**src/rtl/resp_delay_line.sv**
```systemverilog
// Fixed-depth shift register that aligns expected results with the core output.
module resp_delay_line #(
  parameter int LATENCY = 2,
  parameter int W       = 6
) (
  input  logic         clk,
  input  logic         rst,
  input  logic         flush,
  input  logic [W-1:0] din,
  output logic [W-1:0] dout
);

  logic [W-1:0] stage [LATENCY];

  // Shift one stage per cycle; flush zeroes every stage so stale entries never compare.
  always_ff @(posedge clk) begin
    if (rst || flush) begin
      for (int i = 0; i < LATENCY; i++) stage[i] <= '0;
    end else begin
      stage[0] <= din;
      for (int i = 1; i < LATENCY; i++) stage[i] <= stage[i-1];
    end
  end

  assign dout = stage[LATENCY-1];

endmodule

```
**config.mk**
```make
export PLATFORM = sky130hd
export DESIGN_NAME = resp_delay_line
export DESIGN_NICKNAME = d
export VERILOG_FILES = /design/src/rtl/resp_delay_line.sv
export SDC_FILE = /design/constraint.sdc
export NUM_CORES = 1
export LEC_CHECK = 0
export CAP_MARGIN = 20
export CORE_AREA = 2 2 39 41
export CTS_CLUSTER_DIAMETER = 50
export DETAILED_ROUTE_END_ITERATION = 12
export DIE_AREA = 0 0 41 43
export RECOVER_POWER = 50
export SETUP_SLACK_MARGIN = 0.15
export SLEW_MARGIN = 10
export SYNTH_ARGS = -nofsm -noshare
export SYNTH_HDL_FRONTEND = slang
export SYNTH_SLANG_ARGS = --single-unit
```
**constraint.sdc**
```tcl
create_clock -name clk -period 0.96 [get_ports clk]
set_clock_uncertainty 0.2 [all_clocks]
set_input_delay 0.096 -clock clk [delete_from_list [all_inputs] [get_ports clk]]
set_output_delay 0.096 -clock clk [all_outputs]
set_load 0.01 [all_outputs]
```
### After elaboration in Yosys (flattened, before gate mapping)

Memories as Yosys holds them, arrays and structs flattened.
Index checks and enable logic that the tools add are counted.

| operators by class | value |
|---|---|
| multiplexer cells | 5 |
| bitwise gates (word level) | 2 |
| reduce and logical (&&, ||, !) cells | 1 |

Operator list:

| kind | count |
|---|---|
| $mux 6 | 2 |
| $mux 1 | 3 |
| $or 1x1->1 | 2 |
| $logic_or 1x1->1 | 1 |

| word-level totals | value |
|---|---|
| flip-flop bits (word level) | 0 |
| RAM bits | 12 |
| bits of input ports | 9 |
| output and inout port bits | 6 |
| word-level logic and storage cells | 9 |
| memories | 1 |

Memory list:

| memory | words | bits a word | read ports | clocked after memory_dff | wr ports | RTL line | source |
|---|---|---|---|---|---|---|---|
| stage | 2 | 6 | 2 | 0 | 2 | 13 | `logic [W-1:0] stage [LATENCY];` |

### Longest topological paths before layout

| depth | value |
|---|---|
| word-level depth | 4 |
| mapped depth | 2 |
| gate-level depth less buffers | 1 |

### Least setup slack after synthesis

Ideal clock, no wire load.

| timing path | value |
|---|---|
| path type | reg2reg |
| from | memory stage[0][5] |
| to | memory stage[1][5] (netlist: stage[0][11]) |
| library setup time | 0.117 ns |
| arrival | 0.399 ns |
| required time | 0.643 ns |
| path slack | 0.244 ns |
| stages on the path, launching flop included | 2 |
| buffers on the path | 0 |
| period minus slack after synthesis | 0.716 ns |
| cells stage by stage | dfxtp_1 nor3b_2 |

RTL lines:

| item | RTL line |
|---|---|
| from (decl) | 13 |

==> summary.txt <==
Synth warnings - 0
Tcrit/Tclk final - 104.8%
Largest net degree at the start of global routing - 13
Residual DRC count - 0
Storage element area - 240.2 µm²
CP bufs+invs - 1
Post-synthesis mux area share - 0%
Area delta synth->final - 23.74%
Share of the synthesized area in the top cell type - 53.63%
Average cell area after synthesis - 14.00 µm²
Setup repair after global routing missed its margin - yes
Hold_sp - flush
Post-synthesis cell count - 32
Synthesized area - 447.9 µm²
Crit-path cells - buf_2
Clk sinks - 12
Failing checks - negative setup slack
Worst Hold End - stage[0][9]
Critical Path AT - 0.71 ns
WL per Instance - 10.97 µm
Remaining antenna violation count after routing - 0
ANT cells - 0
CTS Root Cell - clkbuf_4
Max FFs per register - 12
CTS tree - built
CTS buffer count - 3
Hold/Removal Path Class - input pin to flip-flop
Regs by FF count - stage x12
Largest delay share family, worst path - flip-flops
Iter 0 DRT Violations - 6
Worst reg2reg path endpoint - stage[0][10]
Lkg Pwr - 0.0002242 µW
Synth unique cells - 5
Initial antenna violation count - 0
Met2 global-route usage - 11.25%
Worst VDD drop - 0.7979 mV
GR Util met3 - 3.141%
Max-cap violations - 0
Number of hold-slack violations in the final timing report - 0
#FFs+latches synth - 12
Drt first pass iters - 4
Post-synth EDFFs - 0
Max Fclk - 994.4 MHz
Synth Area in Compound Gates - 0%
Worst reg2reg path startpoint - stage[0][4]
Nature of the critical path endpoint - primary output
Crit path max-delay cell type - dfxtp_1
Synth area leaders - dfxtp_1 (54%), nor3b_2 (28%), buf_4 (10%)
FP Rows - 14
Syn nets - 41
Async SR Flop Fraction - 0%
Die extent in x - 41 µm
Worst Hold Path Cells - 2
GRT Total Usage - 9.828%
Fill count - 142
Top-Level Pins - 15
Routability cong. - 0.5743
Post-synth top area cell - dfxtp_1
CP peak stage delay - 0.31 ns
Setup WS post-layout - -0.04564 ns
Final critical-path required period - 1.006 ns
Met1 Usage GRT - 9.272%
First-pass GRT wire length - 952 µm
Initial Util - 32.37%
Xor/xnor share of the synthesized area - 0%
Startpoint types - flip-flop
Power Density - 1805 nW/µm²
Sequential element share of the synthesized area - 53.63%
Outcome - finished with violations
Setup Buffers After CTS - 0
P_int - 795.9 µW
Die Y - 43 µm
Share of cells above drive strength 1 - 37.78%
Vias in the first global route - 224
Gate power share - 8.3%
WL final - 669 µm
Peak fanout along the critical path - 1
Slew Limit Fails - 0
IO Port Bufs - 14
GR peak layer - met4
Part of the power in registers - 51.4%
Synth Area in Simple Gates - 31.28%
Remaining Overflow, GRT - 0
Commonest cells in the netlist - dfxtp_1 (12), nor3b_2 (10), buf_4 (6)
Clock latency on the worst-skew pair - 0.28 ns
Core ar. - 1384 µm²
Critical path type - flip-flop to primary output
WHS - 0.002400 ns
Layout net count - 55
Ys flop type - dfxtp_1
Critical Path RT - 0.66 ns
Max clock buf depth - 2
Die area - 1763 µm²
Least-Margin Pin Slew - 0.2402 ns
Reg2Reg Depth - 1
DP HPWL - 478 µm
# setup viols final - 6
Setup TNS - -0.2384 ns
Flop2flop setup slack - 0.20 ns
Area taken by multi-input logic gates - 115.1 µm²
Worst-path clk slew - 0.07 ns
Biggest register - stage
Clk network pwr share - 40.3%
Post-synthesis adder-cell area fraction - 0%
Switching pwr - 204.4 µW
Total power - 1000 µW
Switch share - 20.44%
Worst rel slew slack - 83.99%
Largest family of logic cells by synthesized area - simple AND/OR/NAND/NOR gates
Top-count cell post-synth - dfxtp_1
Via Count - 256
Drt via density - 4.197
H-tree lvl count - 1
logic make-up (layout without fill, tap and decap cells):
group,count (synthesis),in the layout
flops,12,12
simple gates,12,12
buf+inv,8,21
routing by layer:
metal | vias up | share of wire, %
met5 | - | 0
met4 | 0 | 7.2
met3 | 4 | 5.4
met2 | 9 | 51
met1 | 116 | 36
li1 | 127 | -
stage by stage:
step	setup slack, ns	cells	cell area (µm²)	util [%]
floorplan	0.2445	32	447.9	-
global placement	-0.2161	57	575.6	41.59
detailed placement	-0.2513	57	575.6	41.59
CTS	-0.05760	61	583.1	42.13
global route	-0.07617	61	554.3	40.05
finish	-0.04564	61	554.3	40.05
area by class of cell:
cell class	instances	share of cell area (%)
Multi-Input combinational cell	12	20.77
Clock buffer	4	6.546
Timing Repair Buffer	17	25.73
Sequential cell	12	43.34
Tap cell	16	3.612
what timing repair did:
item                                    CTS  global route
resized for setup                        27             0
endpoints found under the hold margin     1             0
endpoints found under the setup margin   18             6
power by group through the flow:
stage / sequential (µW) / combinational [µW] / clock [µW]
floorplan: 525 / 49.8 / 0
global placement: 525 / 94.3 / 0
detailed placement: 526 / 97.6 / 0
CTS: 514 / 92.6 / 412
global route: 515 / 88.9 / 426
finish: 514 / 83.2 / 403
worst max path at each step:
stage	slack [ns]	end	start	depth (start not counted)
floorplan	0.24	stage[0][11]	stage[0][5]	1
global placement	-0.22	stage[0][11]	flush	3
detailed placement	-0.25	stage[0][11]	flush	3
CTS	-0.06	dout[0]	stage[0][6]	1
global route	-0.08	dout[4]	stage[0][10]	1
finish	-0.05	dout[0]	stage[0][6]	1
cell usage in the layout, fill, tap and decap left out:
master	n
dfxtp_1	12
nor3b_1	7
clkdlybuf4s50_1	6
buf_2	6
nor3b_2	5
clkbuf_4	3
dlygate4sd2_1	2
clkbuf_8	1
buf_12	1
clkbuf_1	1
buf_6	1
(Power assumes the default switching activity.)
